==> src/rtl/geogenius_pkg.sv <==
// Shared types and constants for the geogenius sequence engine.
package geogenius_pkg;

  typedef enum logic [3:0] {
    INICIAL     = 4'd0,
    PREPARA     = 4'd1,
    GERA        = 4'd2,
    MOSTRA      = 4'd3,
    INTERVALO   = 4'd4,
    ESPERA      = 4'd5,
    COMPARA     = 4'd6,
    PROXIMA     = 4'd7,
    FIM_ACERTO  = 4'd8,
    FIM_ERRO    = 4'd9,
    FIM_TIMEOUT = 4'd10
  } estado_t;

  // Feedback taps b15, b13, b12, b10
  localparam logic [15:0] LFSR_TAPS = 16'hB400;
  localparam logic [15:0] LFSR_SEED = 16'hACE1;

endpackage

==> src/rtl/geogenius_lfsr16.sv <==
// 16-bit Fibonacci LFSR; seed load with zero substitution, one-step advance.
// novo_item is the item the next advance will produce, so it can be stored on the same edge.
module geogenius_lfsr16
  import geogenius_pkg::*;
#(
  parameter int IDX_W = 3
)(
  input  logic             clock,
  input  logic             reset,
  input  logic             load,
  input  logic             advance,
  input  logic [15:0]      seed,
  output logic [IDX_W-1:0] novo_item
);

  logic [15:0] value;
  logic [15:0] next_value;

  assign next_value = {value[14:0], ^(value & LFSR_TAPS)};
  assign novo_item  = next_value[IDX_W-1:0];

  always_ff @(posedge clock) begin
    if (!reset) begin
      value <= LFSR_SEED;
    end else if (load) begin
      value <= (seed == 16'h0000) ? LFSR_SEED : seed;
    end else if (advance) begin
      value <= next_value;
    end
  end

endmodule

==> src/rtl/geogenius_seq_engine.sv <==
// Simon-style sequence engine: grows a random sequence, replays it, checks the player's presses.
// Press seen one cycle after its edge, verdict the cycle after; no backpressure, buttons must be released between presses.
module geogenius_seq_engine
  import geogenius_pkg::*;
#(
  parameter int N_BOTOES        = 8,
  parameter int DEPTH           = 16,
  parameter int MOSTRA_CICLOS   = 1000,
  parameter int TIMEOUT_NORMAL  = 5000,
  parameter int TIMEOUT_DIFICIL = 2500,
  parameter int PRESCALE        = 1000,
  localparam int IDX_W          = $clog2(N_BOTOES),
  localparam int SCORE_W        = $clog2(DEPTH + 1)
)(
  input  logic                clock,
  input  logic                reset,
  input  logic                jogar,
  input  logic                dificuldade,
  input  logic                modo,
  input  logic [15:0]         semente,
  input  logic [N_BOTOES-1:0] botoes,
  output logic [N_BOTOES-1:0] leds,
  output logic                pronto,
  output logic                acertou,
  output logic                errou,
  output logic                timeout,
  output logic [SCORE_W-1:0]  score,
  output logic [15:0]         tempo_de_jogo,
  output logic [3:0]          db_estado
);

  localparam int ADDR_W = $clog2(DEPTH);
  localparam int TMAX   = (TIMEOUT_NORMAL > TIMEOUT_DIFICIL) ? TIMEOUT_NORMAL : TIMEOUT_DIFICIL;
  localparam int TOUT_W = $clog2(TMAX + 1);
  localparam int CNT_W  = $clog2(MOSTRA_CICLOS + 1);
  localparam int PRE_W  = $clog2(PRESCALE + 1);

  estado_t             estado, estado_n;
  logic [SCORE_W-1:0]  rodada, rodada_n;
  logic [SCORE_W-1:0]  idx, idx_n;
  logic [SCORE_W-1:0]  score_r, score_n;
  logic [SCORE_W-1:0]  ultimo;
  logic [CNT_W-1:0]    cnt, cnt_n;
  logic [TOUT_W-1:0]   tout, tout_n, tout_inc, limite;
  logic [N_BOTOES-1:0] jogada, jogada_n;
  logic [N_BOTOES-1:0] alvo;
  logic                modo_r, modo_n, dif_r, dif_n;
  logic                lfsr_load, lfsr_adv, mem_we;
  logic [IDX_W-1:0]    novo_item;
  logic [IDX_W-1:0]    mem [DEPTH];
  logic                btn_prev, press, conta;
  logic [PRE_W-1:0]    presc;
  logic [15:0]         tempo;

  geogenius_lfsr16 #(.IDX_W(IDX_W)) u_lfsr (
    .clock     (clock),
    .reset     (reset),
    .load      (lfsr_load),
    .advance   (lfsr_adv),
    .seed      (semente),
    .novo_item (novo_item)
  );

  assign ultimo   = rodada - SCORE_W'(1);
  assign alvo     = N_BOTOES'(1) << mem[idx[ADDR_W-1:0]];
  assign press    = (|botoes) && !btn_prev;
  assign tout_inc = tout + TOUT_W'(1);
  assign limite   = dif_r ? TOUT_W'(TIMEOUT_DIFICIL) : TOUT_W'(TIMEOUT_NORMAL);
  assign conta    = estado inside {GERA, MOSTRA, INTERVALO, ESPERA, COMPARA, PROXIMA};

  always_comb begin
    estado_n  = estado;
    rodada_n  = rodada;
    idx_n     = idx;
    score_n   = score_r;
    cnt_n     = cnt;
    tout_n    = tout;
    jogada_n  = jogada;
    modo_n    = modo_r;
    dif_n     = dif_r;
    lfsr_load = 1'b0;
    lfsr_adv  = 1'b0;
    mem_we    = 1'b0;
    case (estado)
      INICIAL, FIM_ACERTO, FIM_ERRO, FIM_TIMEOUT: begin
        if (jogar) begin
          estado_n  = PREPARA;
          lfsr_load = 1'b1;
          modo_n    = modo;
          dif_n     = dificuldade;
        end
      end
      PREPARA: begin
        rodada_n = '0;
        score_n  = '0;
        idx_n    = '0;
        cnt_n    = '0;
        estado_n = GERA;
      end
      GERA: begin
        // Old rodada is both the write address and the newest item's index
        rodada_n = rodada + SCORE_W'(1);
        lfsr_adv = 1'b1;
        mem_we   = 1'b1;
        idx_n    = modo_r ? rodada : '0;
        cnt_n    = '0;
        estado_n = MOSTRA;
      end
      MOSTRA: begin
        if (cnt == CNT_W'(MOSTRA_CICLOS - 1)) begin
          cnt_n    = '0;
          estado_n = INTERVALO;
        end else begin
          cnt_n = cnt + CNT_W'(1);
        end
      end
      INTERVALO: begin
        if (cnt == CNT_W'(MOSTRA_CICLOS - 1)) begin
          cnt_n = '0;
          if (idx < ultimo) begin
            idx_n    = idx + SCORE_W'(1);
            estado_n = MOSTRA;
          end else begin
            idx_n    = '0;
            tout_n   = '0;
            estado_n = ESPERA;
          end
        end else begin
          cnt_n = cnt + CNT_W'(1);
        end
      end
      ESPERA: begin
        if (press) begin
          jogada_n = botoes;
          estado_n = COMPARA;
        end else if (tout_inc == limite) begin
          estado_n = FIM_TIMEOUT;
        end else begin
          tout_n = tout_inc;
        end
      end
      COMPARA: begin
        if (jogada != alvo) begin
          estado_n = FIM_ERRO;
        end else if (idx < ultimo) begin
          idx_n    = idx + SCORE_W'(1);
          tout_n   = '0;
          estado_n = ESPERA;
        end else begin
          estado_n = PROXIMA;
        end
      end
      PROXIMA: begin
        score_n = rodada;
        if (rodada == SCORE_W'(DEPTH)) begin
          estado_n = FIM_ACERTO;
        end else begin
          idx_n    = '0;
          estado_n = GERA;
        end
      end
      default: estado_n = INICIAL;
    endcase
  end

  always_ff @(posedge clock) begin
    if (!reset) begin
      estado   <= INICIAL;
      rodada   <= '0;
      idx      <= '0;
      score_r  <= '0;
      cnt      <= '0;
      tout     <= '0;
      jogada   <= '0;
      modo_r   <= 1'b0;
      dif_r    <= 1'b0;
      btn_prev <= 1'b0;
    end else begin
      estado   <= estado_n;
      rodada   <= rodada_n;
      idx      <= idx_n;
      score_r  <= score_n;
      cnt      <= cnt_n;
      tout     <= tout_n;
      jogada   <= jogada_n;
      modo_r   <= modo_n;
      dif_r    <= dif_n;
      btn_prev <= |botoes;
    end
  end

  // Sequence storage is deliberately left out of reset
  always_ff @(posedge clock) begin
    if (mem_we) begin
      mem[rodada[ADDR_W-1:0]] <= novo_item;
    end
  end

  always_ff @(posedge clock) begin
    if (!reset) begin
      presc <= '0;
      tempo <= '0;
    end else if (estado == PREPARA) begin
      presc <= '0;
      tempo <= '0;
    end else if (conta) begin
      if (presc == PRE_W'(PRESCALE - 1)) begin
        presc <= '0;
        if (tempo != 16'hFFFF) tempo <= tempo + 16'd1;
      end else begin
        presc <= presc + PRE_W'(1);
      end
    end
  end

  always_comb begin
    leds = '0;
    if (estado == MOSTRA) leds = alvo;
    else if (estado == ESPERA) leds = botoes;
  end

  assign pronto        = estado inside {FIM_ACERTO, FIM_ERRO, FIM_TIMEOUT};
  assign acertou       = (estado == FIM_ACERTO);
  assign errou         = (estado == FIM_ERRO);
  assign timeout       = (estado == FIM_TIMEOUT);
  assign score         = score_r;
  assign tempo_de_jogo = tempo;
  assign db_estado     = estado;

endmodule

==> config.mk <==
export PLATFORM = sky130hd
export DESIGN_NAME = geogenius_seq_engine
export DESIGN_NICKNAME = d
export VERILOG_FILES = /design/src/rtl/geogenius_pkg.sv /design/src/rtl/geogenius_lfsr16.sv /design/src/rtl/geogenius_seq_engine.sv
export SDC_FILE = /design/constraint.sdc
export NUM_CORES = 1
export LEC_CHECK = 0
export CAP_MARGIN = 20
export CORE_ASPECT_RATIO = 1.4
export CORE_MARGIN = 4
export CORE_UTILIZATION = 40
export DETAILED_ROUTE_END_ITERATION = 8
export GPL_TIMING_DRIVEN = 0
export MAX_ROUTING_LAYER = met4
export PLACE_DENSITY_LB_ADDON = 0.3
export SLEW_MARGIN = 20
export SYNTH_ARGS = -nofsm -noshare
export SYNTH_HDL_FRONTEND = slang
export SYNTH_SLANG_ARGS = --single-unit
==> constraint.sdc <==
create_clock -name clock -period 4.65 [get_ports clock]
set_input_delay 0.93 -clock clock [delete_from_list [all_inputs] [get_ports clock]]
set_output_delay 0.93 -clock clock [all_outputs]
set_load 0.02 [all_outputs]
==> results_dict.tcl <==
set metrics [dict create \
    outcome "completed" \
    drcViolationCount 0 \
    rsz0062_at_grt "false" \
    post-route-period-util 0.934 \
    die_x_um 124 \
    place_congestion 0.919 \
    cts_made_buffers 17 \
    routedWlPerCell_um 17.2 \
    hp-class "reg2reg" \
    rows 59 \
    path_max_fanout 10 \
    cts.sink_count 147 \
    wl_met3_um 742 \
    core_sq_um 18600 \
    synth.most_common_cell "nor2_1" \
    finalSetupViolations 0 \
    leakage_uw 0.00308 \
    post_cts_buffers 0 \
    ys.flop_type "dfxtp_1" \
    max_slew_margin 0.215 \
    met2WireLength_mm 10.1 \
    critPathLaunchType "flop" \
    avgSynthCellArea_sq_um 9.13 \
    maxCapViolations 0 \
    min_period_ps 4340 \
    drt-met1-wl_mm 8.52 \
    initial_core_util 0.407 \
    skew_ps 13.9 \
    seq_area_sq_um 3420 \
    synth.distinct_cells 71 \
    syn_area_sq_um 7570 \
    fin_nets 957 \
    drt_iter0_drc 677 \
    syn-instance-count 829 \
    synthTopCellsByCount "nor2_1, dfxtp_1, nand2_1, a21oi_1, edfxtp_1" \
    max_slew.worst_pin.slew_ps 1170 \
    fmax_mhz 230 \
    finalMaxSlewViolations 0 \
    fin_util 0.492 \
    antenna_found_initial 0 \
    die_h_um 171 \
    track_usage 0.194 \
    hold_viol_final 0 \
    clk_pin_slew_ps 70 \
    async_flop_share 0 \
    first_pass_iters 5 \
    synth_seq_cells 147 \
    synth_area_leaders "dfxtp_1, edfxtp_1, nor2_1" \
    diodes 0 \
    yosysSeqAreaShare 0.452 \
    drive_gt1_frac 0.0713 \
    synth_edf_count 48 \
    grt_pass1_wl_mm 32.6 \
    cts_max_level 4 \
    overflow 0 \
    wirelength_mm 20.1 \
    antenna_left 0 \
    tns_ps 0 \
    holdBufCountCts 0 \
    vias 6581 \
    instances_no_fill 1170 \
    required_ps 3720 \
    numPortBuffers 65 \
    clk_latency_ps 440 \
    top_layer_used "met4" \
    multi_input_area_sq_um 3910 \
    vias_per_cell 5.62 \
    dieArea_sq_um 21200 \
    grt_max_degree 19 \
    vdd_drop_max_v 0.000210 \
    dp.cells 1138 \
    end_kind "output port" \
    synth_nets 873 \
    yosysWarnings 0 \
    path_class "reg2out" \
    clk_path_buf_depth 2 \
    synth_top_area_frac 0.262 \
    place_hpwl_mm 14.6 \
    p_per_area_nw_per_um2 457 \
    cts_root_buf "clkbuf_16" \
    post-synth-top-area-cell "dfxtp_1" \
    fillers 1785 \
    pin_count 66 \
    cts_tree "built" \
    grt_pass1_vias 6558 \
    area_growth_pct 21.0 \
    arrival_ps 3410 \
    cts-resized-gates 0 \
]
-- worst max-delay path, cell delays in order (launching register included) --
cell	delay, ps
dfxtp_1	330
buf_6	140
buf_6	180
mux4_2	580
a22oi_2	400
nand2_1	190
nor2_1	230
a32oi_1	130
nor2_1	170
clkdlybuf4s50_1	630
-- path summary, 6_finish.rpt --
path | from | end | slack, ps | cells past startpoint
max | flop | leds[2] | 310 | 9
min | modo_r | modo_r | 460 | 2
max reg2reg | flop | flop | 1080 | 11
min reg2reg | modo_r | modo_r | 460 | 2
-- report_power, final --
part	total, uW	switching [uW]	internal (uW)
combinational	1190	748	444
clock	1430	647	781
sequential	1570	88.8	1480
-- cells in the final DEF, fill, tap and decap left out, drive strengths merged, types with 22 or more instances in the layout --
cell	instances
xor2	24
a21oi	72
clkbuf	54
nor2	119
nand3	24
nor3	22
o21ai	43
dfxtp	99
nand2	78
edfxtp	48
inv	24
clkdlybuf4s50	65
-- cell families after synthesis --
logic type,share of synthesized area
adders and majority gates,0.0248
AOI/OAI and AO/OA,0.173
xor gates and xnor gates,0.0394
and+or+nand+nor,0.231
DFF,0.452
muxes,0.0470
buffers and inverters,0.0319
-- metrics by stage --
stage | total power [uW] | setup WS [ps] | instance area, sq um | hold WS (ps)
CTS | 4210 | 184 | 9150 | 463
global placement | 2760 | 681 | 8520 | 442
floorplan | 2430 | 1620 | 7570 | 432
global route | 4400 | 44.7 | 9150 | 504
detailed placement | 2780 | 646 | 8530 | 453
finish | 4190 | 306 | 9150 | 462
-- registers in the layout, summed over array words and instances (netlist names), 8 cells and up, named ones only --
register and count:
mem 48, tempo_de_jogo 16, cnt 10, tout 13, u_lfsr.value 16, presc 10
jogada 8
-- layer usage --
layer / vias up / global-route usage
li1: 3222 / -
met1: 3130 / 0.225
met2: 181 / 0.332
met4: 0 / 0.0839
met5: - / -
met3: 48 / 0.0319
-- final cells by class --
cell class,count,share of cell area
flip-flops and latches,147,0.374
plain buffers,42,0.0198
repair buffers,65,0.0711
clock inverters,15,0.0216
inverters,16,0.00656
clock buffers,17,0.0465
well taps,244,0.0334
multi-input cells,624,0.427
Power figures use the tool's default switching activity.
==> variant: new RTL, same flow settings <==
Set the parameter `DEPTH` to 8 (it was 16).
--- a/src/rtl/geogenius_seq_engine.sv
+++ b/src/rtl/geogenius_seq_engine.sv
@@ -5,5 +5,5 @@
 #(
   parameter int N_BOTOES        = 8,
-  parameter int DEPTH           = 16,
+  parameter int DEPTH           = 8,
   parameter int MOSTRA_CICLOS   = 1000,
   parameter int TIMEOUT_NORMAL  = 5000,
Interface: changed (resized score); port bits go from 66 to 65. The function was not compared with the original's and may differ.
==> variant against the unedited design <==
Maximum frequency grew 2.3%. Total power shrank 13%. Synthesized area shrank 17%. Routed wire length shrank 15%. Sequential cell count shrank 28. Design area shrank 15%. Non-clock buffer count shrank 8. Largest power group unchanged. Worst setup slack gained 99 ps.
==> variant: results (changes against the unedited design) <==
Yosys
  – Dominant synthesized flop cell: dfxtp_1 (unchanged)
  – Syn_nets: 773 (was 873)
  – Synth area leaders: dfxtp_1 (30%), edfxtp_1 (11%), nor2_1 (6.1%) (was dfxtp_1 (26%), edfxtp_1 (19%), nor2_1 (5.9%))
  – Distinct cells, synth: 75 (was 71)
  – Async SR Flop Fraction: 0% (unchanged)
  – EDFF count, synth: 24 (was 48)
  – Sequential area share after synthesis: 41.60% (was 45.25%)
  – Synth top cells by count: nor2_1 (102), dfxtp_1 (95), nand2_1 (85), o21ai_0 (54), a21oi_1 (46) (was nor2_1 (119), dfxtp_1 (99), nand2_1 (78), a21oi_1 (72), edfxtp_1 (48))
  – Synth warnings: 0 (unchanged)

Global routing
  – Largest net degree at the start of global routing: 17 (was 19)
  – Initial antenna violation count: 0 (unchanged)
  – Vias in the first global route: 5608 (was 6558)
  – Remaining global-route overflow: 0 (unchanged)
  – GRT Util Overall: 20.25% (was 19.36%)
  – First-pass GRT wire length: 27870 um (was 32580 um)

Clock network
  – Setup bufs post-CTS: 0 (unchanged)
  – Clock Tree Buf Depth: 2 (unchanged)
  – Worst-Skew Late Latency: 430 ps
  – Root Buffer: clkbuf_16 (unchanged)
  – Post-CTS sizing: 0 (unchanged)
  – CTS Buf Count: 17 (unchanged)
  – Clock transition at path regs: 60 ps

Layout
  – N_diodes: 0 (unchanged)
  – Share of cells above drive strength 1: 7.600% (was 7.127%)
  – Largest register FFs: 24 (was 48)
  – Net count, final: 856 (was 957)
  – FILL cells: 1499 (was 1785)

Hold path
  – Worst Hold Path EP: u_lfsr.value[5] (was modo_r)
  – Worst hold path class: reg -> reg (unchanged)
  – Min-delay src: u_lfsr.value[5] (was modo_r)

Setup path
  – End of the worst register-to-register path: tout[1]
  – Flop2flop setup slack: 1390 ps (was 1080 ps)
  – Critical Path Max Stage Delay: 630 ps (about the same)
  – Max Fanout on Critical Path: 7 (was 10)
  – Worst reg2reg path depth: 13 (was 11)
  – Worst path slowest cell: mux2i_1 (was clkdlybuf4s50_1)
  – R2r startpoint: rodada[1]

Timing
  – Hold_ws: 477.2 ps (was 461.5 ps)
  – Worst-Margin Slew: 1011 ps (was 1169 ps)
  – Worst clock skew: 10.90 ps (was 13.87 ps)

Placed design
  – GP Congestion: 0.9311 (was 0.9186)
  – Hpwl dp: 12480 um (was 14550 um)
  – I/O Buffers: 64 (was 65)
  – Post-place instance area: 7191 sq um (was 8529 sq um)

Drt
  – Vias/cell: 5.687 (was 5.625)
  – Drt total wl: 17090 um (was 20080 um)
  – Drt first pass iters: 5 (unchanged)
  – Initial drt markers: 406 (was 677)

Power and ir drop
  – Leak: 2.656 nW (was 3.079 nW)
  – Max VDD drop: 0.2293 mV (was 0.2101 mV)

Status
  – Outcome: finished, final reports clean (unchanged)
==> variant: changes by cell type in the layout (fill, tap and decap cells not counted), moves of 9 or more <==
cell	before	now
xor2_1	24	12
clkbuf_1	37	27
edfxtp_1	48	24
o21ai_0	35	54
nor3_1	21	12
nor2_1	119	102
a21oi_1	72	46
xnor2_1	9	21
nor3b_1	3	12
==> variant: worst max-delay path: cells and delay by family, from the launching register on <==
family,cells,cell delay [ps]
muxes,2,1160
buffers and inverters,2,770
and+or+nand+nor,1,360
DFF,1,330
AOI/OAI and AO/OA,1,260
==> variant: per-layer routing <==
| layer | GRT usage, % | routed length [um] | share of wire [%] |
|---|---|---|---|
| met5 | - | 0 | 0 |
| met4 | 7.583 | 386 | 2.3 |
| met3 | 3.752 | 565 | 3.3 |
| met2 | 35.18 | 8878 | 52 |
| met1 | 23.06 | 7255 | 42 |
==> variant: metrics by stage <==
stage                     setup slack, ps  util (%)  std cells
after global routing                259.9     49.92       1025
after CTS                           428.1     49.92       1025
final                               404.8     49.92       1025
after floorplan                      1676         -        733
after global placement              904.5     46.27        993
after detailed placement            888.4     46.27        993
==> variant: cell type report <==
class | instances | area (sq um) | share of cell area [%]
Tap cell | 196 | 245.2 | 3.161
Inverter | 13 | 48.80 | 0.6290
Timing Repair Buffer | 64 | 640.6 | 8.258
Buffer | 35 | 161.4 | 2.081
Sequential cell | 119 | 2623 | 33.81
Clock inverter | 15 | 141.4 | 1.823
Clock buffer | 17 | 425.4 | 5.484
Multi-Input combinational cell | 566 | 3472 | 44.76
==> variant: worst max-delay path by stage <==
stage,to,start,cells past startpoint,slack [ps]
2_1_floorplan,leds[0],flop,5,1680
3_3_place_gp,leds[2],flop,6,900
3_5_place_dp,leds[4],flop,6,890
4_1_cts,leds[4],flop,6,430
5_1_grt,leds[0],flop,6,260
6_report,leds[4],flop,6,400
==> variant: cell families (layout without fill, tap and decap cells) <==
| group | Yosys count | after routing | share of synthesized area (%) |
|---|---|---|---|
| flops | 119 | 119 | 41.60 |
| mux | 28 | 28 | 6.072 |
| xor+xnor | 33 | 33 | 4.584 |
| simple gates | 325 | 325 | 25.32 |
| compound gates | 168 | 168 | 16.75 |
| fa+ha+maj | 12 | 12 | 2.342 |
| buf+inv | 48 | 144 | 3.334 |
==> variant: report_power, final <==
group / leakage, nW / internal, W / switching [W]
Clock: 0.279 / 0.000746 / 0.000522
Combinational: 1.39 / 0.000365 / 0.000673
Sequential: 0.986 / 0.00122 / 0.000103
Total: 2.66 / 0.00233 / 0.00130
